### config.mk
export PLATFORM = sky130hd
export DESIGN_NAME = button_debouncer
export DESIGN_NICKNAME = d
export VERILOG_FILES = /design/src/rtl/button_debouncer.sv
export SDC_FILE = /design/constraint.sdc
export NUM_CORES = 1
export LEC_CHECK = 0
export CAP_MARGIN = 20
export CORE_MARGIN = 4
export CORE_UTILIZATION = 55
export CTS_BUF_LIST = sky130_fd_sc_hd__clkbuf_4
export DETAILED_ROUTE_END_ITERATION = 10
export PLACE_DENSITY = 0.74
export SLEW_MARGIN = 0
export SYNTH_ARGS = -nofsm -noshare
export SYNTH_HDL_FRONTEND = slang
export SYNTH_SLANG_ARGS = --single-unit
### constraint.sdc
create_clock -name i_clk -period 2.3 [get_ports i_clk]
set_input_delay 0.69 -clock i_clk [delete_from_list [all_inputs] [get_ports i_clk]]
set_output_delay 0.69 -clock i_clk [all_outputs]
set_load 0.1 [all_outputs]
### src/rtl/button_debouncer.sv
// button_debouncer
//   Two-flop synchroniser followed by a stability-counter FSM that turns a
//   bouncy push-button pin into a clean level plus one-cycle press/release
//   strobes. All outputs are registered.
//   Optional auto-repeat is built only when BUTTON_DEBOUNCE_REPEAT_EN is
//   defined; otherwise button_repeat is tied low.
module button_debouncer #(
    parameter int DEBOUNCE_CYCLES      = 1_000_000,
    parameter bit ACTIVE_HIGH          = 1'b1,
    parameter int REPEAT_DELAY_CYCLES  = 50_000_000,
    parameter int REPEAT_PERIOD_CYCLES = 10_000_000
) (
    input  logic i_clk,
    input  logic i_rst_n,
    input  logic button,
    output logic button_level,
    output logic button_press,
    output logic button_release,
    output logic button_repeat
);

    // Counter only needs to reach DEBOUNCE_CYCLES-1, so it can never wrap.
    localparam int CNT_W = $clog2(DEBOUNCE_CYCLES + 1);
    localparam logic [CNT_W-1:0] CNT_LAST = CNT_W'(DEBOUNCE_CYCLES - 1);

    // Reject configurations that would make the counters meaningless.
    if (DEBOUNCE_CYCLES < 1 || REPEAT_DELAY_CYCLES < 1 || REPEAT_PERIOD_CYCLES < 1) begin : g_bad_params
        $error("button_debouncer: cycle-count parameters must be at least 1");
    end

    typedef enum logic [1:0] {
        IDLE         = 2'd0,
        PRESS_WAIT   = 2'd1,
        HELD         = 2'd2,
        RELEASE_WAIT = 2'd3
    } state_e;

    state_e           state_q;
    logic [CNT_W-1:0] cnt_q;
    logic             btn_n;
    logic             s1_q;
    logic             s2_q;
    logic             level_q;
    logic             press_q;
    logic             release_q;
    logic             repeat_q;
    logic             accept_press;
    logic             accept_release;

    // Normalise polarity before the synchroniser so downstream 1 = pressed.
    assign btn_n = ACTIVE_HIGH ? button : ~button;

    // A new level is accepted on the cycle the counter has seen it long enough.
    assign accept_press   = (state_q == PRESS_WAIT)   &&  s2_q && (cnt_q == CNT_LAST);
    assign accept_release = (state_q == RELEASE_WAIT) && !s2_q && (cnt_q == CNT_LAST);

    // Two-flop synchroniser for the asynchronous pin.
    always_ff @(posedge i_clk) begin
        if (!i_rst_n) begin
            s1_q <= 1'b0;
            s2_q <= 1'b0;
        end else begin
            s1_q <= btn_n;
            s2_q <= s1_q;
        end
    end

    // Debounce FSM: any reversal during a wait state returns to the stable state.
    always_ff @(posedge i_clk) begin
        if (!i_rst_n) begin
            state_q   <= IDLE;
            cnt_q     <= '0;
            level_q   <= 1'b0;
            press_q   <= 1'b0;
            release_q <= 1'b0;
        end else begin
            press_q   <= 1'b0;
            release_q <= 1'b0;
            case (state_q)
                IDLE: begin
                    if (s2_q) begin
                        state_q <= PRESS_WAIT;
                        cnt_q   <= '0;
                    end
                end
                PRESS_WAIT: begin
                    if (!s2_q) begin
                        state_q <= IDLE;
                        cnt_q   <= '0;
                    end else if (accept_press) begin
                        state_q <= HELD;
                        cnt_q   <= '0;
                        level_q <= 1'b1;
                        press_q <= 1'b1;
                    end else begin
                        cnt_q <= cnt_q + 1'b1;
                    end
                end
                HELD: begin
                    if (!s2_q) begin
                        state_q <= RELEASE_WAIT;
                        cnt_q   <= '0;
                    end
                end
                RELEASE_WAIT: begin
                    if (s2_q) begin
                        state_q <= HELD;
                        cnt_q   <= '0;
                    end else if (accept_release) begin
                        state_q   <= IDLE;
                        cnt_q     <= '0;
                        level_q   <= 1'b0;
                        release_q <= 1'b1;
                    end else begin
                        cnt_q <= cnt_q + 1'b1;
                    end
                end
                default: begin
                    state_q <= IDLE;
                    cnt_q   <= '0;
                    level_q <= 1'b0;
                end
            endcase
        end
    end

`ifdef BUTTON_DEBOUNCE_REPEAT_EN
    localparam int RPT_MAX = (REPEAT_DELAY_CYCLES > REPEAT_PERIOD_CYCLES) ?
                             REPEAT_DELAY_CYCLES : REPEAT_PERIOD_CYCLES;
    localparam int RPT_W = $clog2(RPT_MAX + 1);
    localparam logic [RPT_W-1:0] RPT_FIRST = RPT_W'(REPEAT_DELAY_CYCLES - 1);
    localparam logic [RPT_W-1:0] RPT_NEXT  = RPT_W'(REPEAT_PERIOD_CYCLES - 1);

    logic [RPT_W-1:0] rpt_cnt_q;
    logic             rpt_active;

    // Repeat timing survives release bounce, so it runs in both held states.
    assign rpt_active = (state_q == HELD) || (state_q == RELEASE_WAIT);

    // Down-counter to the next repeat strobe; loaded on press, cleared on release.
    always_ff @(posedge i_clk) begin
        if (!i_rst_n) begin
            rpt_cnt_q <= '0;
            repeat_q  <= 1'b0;
        end else begin
            repeat_q <= 1'b0;
            if (accept_press) begin
                rpt_cnt_q <= RPT_FIRST;
            end else if (accept_release || !rpt_active) begin
                rpt_cnt_q <= '0;
            end else if (rpt_cnt_q == '0) begin
                repeat_q  <= 1'b1;
                rpt_cnt_q <= RPT_NEXT;
            end else begin
                rpt_cnt_q <= rpt_cnt_q - 1'b1;
            end
        end
    end
`else
    assign repeat_q = 1'b0;
`endif

    assign button_level   = level_q;
    assign button_press   = press_q;
    assign button_release = release_q;
    assign button_repeat  = repeat_q;

endmodule
**Word-level counts from Yosys, hierarchy flattened**

Index checks and enable logic that the tools add are counted.

- Bits of input ports: 3
- Register bits: 27
- Output and inout bits: 4
- Logic and storage cells: 55

- Muxes and demuxes: 21
- Reduce and logical (&&, ||, !) cells: 12
- Bitwise operators: 2
- Equal/unequal tests: 12
- Add/subtract/negate cells: 1

Operators with widths:

| kind | count |
|---|---|
| two-way mux 20 bit | 6 |
| case mux 20 bit (4 select lines) | 1 |
| adder 20 x 1 -> 20 bit (second input constant) | 1 |
| equality test 20 bit (second input constant) | 1 |
| two-way mux 2 bit | 6 |
| inequality test 2 bit (second input constant) | 6 |
| case mux 2 bit (4 select lines) | 1 |
| two-way mux 1 bit | 6 |
| inequality test 3 bit (second input constant) | 2 |
| AND reduction 5 bit | 1 |
| equality test 2 bit (second input constant) | 2 |
| logical AND 1 bit | 4 |
| AND reduction 4 bit | 1 |
| AND reduction 3 bit | 1 |
| OR reduction 3 bit | 1 |
| equality test 2 x 1 -> 1 bit (second input constant) | 1 |
| zero test 2 bit | 1 |
| NOT 1 bit | 2 |
| case mux 1 bit (2 select lines) | 1 |
| AND reduction 2 bit | 1 |
| nonzero test 2 bit | 1 |
| zero test 1 bit | 1 |

**Logic depth before layout (Yosys ltp)**

- Word-level depth: 6
- Gate-level depth with buffers: 8
- Mapped depth without buffers: 6

**Worst setup path before layout**

Ideal clock, no wire load.

- Kind: register to register
- Start: register cnt_q[0]
- End: register cnt_q[14]
- Period minus slack after synthesis: 1,775 ps
- Data required time: 2,175 ps
- Stages on the path, launching flop included: 8
- Arrival: 1,650 ps
- Setup slack: 525 ps
- Cell sequence: dfxtp_1 > ha_1 > nand4_4 > nor4_4 > a21oi_4 > buf_6 > a31oi_1 > a31oi_1

- Word-level cells in the longest chain between the ends: 5
- Elaborated cells on any way between the ends: 9
- Those cells by class: 1 x add/sub; 1 x eq/ne; 5 x mux; 2 x reduce/logical

Ends and longest elaborated chain:

| element | line | source |
|---|---|---|
| start, declared | 39 | `logic [CNT_W-1:0] cnt_q;` |
| start signal, assigned | 96 | `cnt_q <= cnt_q + 1'b1;` |
| start signal, assigned | 115 | `cnt_q <= cnt_q + 1'b1;` |
| branches (longest 4 deep; another with adder 20 x 1 -> 20 bit) | - |  |
| case mux 20 bit (4 select lines) (*) | 79 | `case (state_q)` |

Every way passes the cells marked *.
A chain may end at the register's enable or synchronous reset.

**Worst setup path after layout**

- Start: register cnt_q[0]
- End: register cnt_q[5]

The elaborated chain is that of the path after synthesis.

==> impl_metrics.yaml <==
power:
  vdd_ir_drop_max_v: 0.000405
  totalPowerFinal_uw: 750
  power_leakage_nw: 0.550
  power.density_nw_per_um2: 496
global_routing:
  antenna_found_initial: 0
  overflow: 0
  grt_pass1_vias: 1140
  use_met3: 0.0263
  met1_usage: 0.221
  use_met2: 0.329
  gr-max-usage-layer: "met2"
  grt_pass1_wl_um: 4890
  grt_usage: 0.183
  grt_start_max_net_pins: 19
critical_path:
  timing.critical_path.from: "cnt_q[0]"
  path_cells: "ha_1, nand4_4, nor4_4, a21oi_4, buf_12, a211oi_1, a21oi_1"
  ff2ff_setup_slack_ns: 0.30
  critPathLaunchType: "flop"
  slowest_stage: "nor4_4"
  critPathMaxFanout: 18
  path_delay_family: "simple AND/OR/NAND/NOR gates"
  cp-end-kind: "flop"
  crit_type: "flop to flop"
  path_buf_inv: 1
  critPathRequiredTime_ns: 2.52
  r2r-start: "cnt_q[0]"
  critPathMaxStageDelay_ns: 0.50
  cp.arrival_ns: 2.22
drt:
  post-route-drc-count: 0
  wire_per_inst_um: 13.8
  dr_total_vias: 1208
  routed_via_density: 5.92
  dr.pass1.iters: 4
  ant_nets: 0
  first_iter_violations: 50
  postRouteWirelength_um: 2820
sta:
  hold_ws_ns: 0.457
  min_period_over_period: 0.869
  rsz0062_at_grt: "no"
  clock-skew-final_ns: 0.00848
  fin_crit_ns: 2.00
  hold_viol: 0
  drv_slew: 0
  setup_slack_ns: 0.300
  tns_ns: 0
  fmax_mhz: 500
  setup_viol: 0
worst_hold_path:
  min-delay-start: "s1_q"
  hold_class: "flop to flop"
placed_design:
  io_buffers: 5
  dp_hpwl_um: 2100
  routabilityCongestion: 0.801
  pre_cts_ws_ns: 0.150
cts:
  cts.clk_slew.worst_paths_ns: 0.14
  cts_tree: "yes"
  clk_path_buf_depth: 2
  cts_buffers: 3
  cts-root-buf: "clkbuf_4"
  htree_levels: 1
  post_cts_buffers: 0
  clk_latency_ns: 0.32
  cts_resized: 0
  hold_buffers: 0
  cts.sinks: 27
floorplanning:
  initial_core_util: 0.572
  placementRows: 18
  die_w_um: 58.5
  die_h_um: 58.5
  io_pins: 7
  design.core.area_um2: 2450
  die-area_um2: 3430
job:
  cap_violations: 0
yosys:
  synth_top_cell_by_area: "dfxtp_1"
  synth_cell_types: 40
  synthTopCellsByArea: "dfxtp_1, nand2_1, mux2i_1, a21oi_1, nand3_1"
  synth_top_area_share: 0.385
  ys_ff_latch: 27
  synth_warnings: 0
  syn-mean-instance-area_um2: 8.31
  syn_area_um2: 1410
  yosysSeqAreaShare: 0.385
  syn-num-nets: 173
  syn_inst: 169
finish:
  layout_commonest_cell: "dfxtp_1"
  fill_cells: 233
  nNetsFinal: 179
  num_antenna_cells: 0
  final_cell_mix: "dfxtp_1, nand2_1, nand3_1, nor2_1, a21oi_1"
  drive_above_1_share: 0.115
  fin_util: 0.616
  synthToLayoutAreaGrowth_pct: 7.57
run_status:
  status: "completed"
## power breakdown
group | switching, mW | internal (mW)
Sequential | 0.00419 | 0.473
Combinational | 0.0416 | 0.0156
Clock | 0.135 | 0.0797
## layer usage
layer / share of wire / wire [um] / up-vias
met5: 0 / 0 / -
met4: 0.0096 / 27 / 0
met3: 0.034 / 96 / 4
met2: 0.50 / 1420 / 20
met1: 0.45 / 1280 / 565
li1: - / - / 619
## synthesized netlist by cell type, drive strengths merged
cell / count
and2: 4
o21a: 3
conb: 1
buf: 6
a31oi: 4
a211o: 1
dfxtp: 27
nand2: 22
inv: 7
a211oi: 2
a21oi: 12
ha: 1
or3: 1
xor2: 1
and3b: 1
and4b: 1
a22oi: 1
mux2i: 6
nor3: 6
nand4: 9
clkbuf: 2
nand2b: 1
and3: 7
xnor2: 2
nor4: 6
nand3b: 1
o211ai: 1
o21ai: 9
nand3: 13
nor2: 10
o311ai: 1
## state kept, by name, summed over array words and instances, names as in the netlist, named ones only
name and cells:
cnt_q 20, button_level 1, button_press 1, button_release 1, s1_q 1, s2_q 1, state_q 1
## per-stage QoR
| stage | cell area, um^2 | instances |
|---|---|---|
| 3_5_place_dp | 1480 | 200 |
| 4_1_cts | 1510 | 204 |
| 6_report | 1510 | 204 |
| 5_1_grt | 1510 | 204 |
| 2_1_floorplan | 1410 | 169 |
| 3_3_place_gp | 1480 | 200 |
## logic make-up (layout without fill, tap and decap cells)
group	after synthesis	in the layout	synth area share
other	1	1	0.00267
multiplexers	6	6	0.0427
XOR/XNOR	3	3	0.0240
flip-flops	27	27	0.385
buffers and inverters	15	20	0.0517
adder cells (fa/ha/maj)	1	1	0.00890
AO/OA/AOI/OAI	34	34	0.153
AND/OR/NAND/NOR	82	82	0.332
## path summary, 6_finish.rpt
| path | endpoint | depth (start not counted) |
|---|---|---|
| worst min register to register | s2_q | 1 |
| worst min-delay path | s2_q | 1 |
| worst max-delay path | cnt_q[5] | 7 |
| worst max register to register | cnt_q[5] | 7 |
## cell type report
class                      count  area (um^2)  area share
sequential                    27          541       0.358
multi-input combinational    127          792       0.524
clock buffer                   4         30.0      0.0199
timing repair buffer           9         85.1      0.0563
tap                           30         37.5      0.0248
inverter                       7         26.3      0.0174
Power figures use the tool's default switching activity.
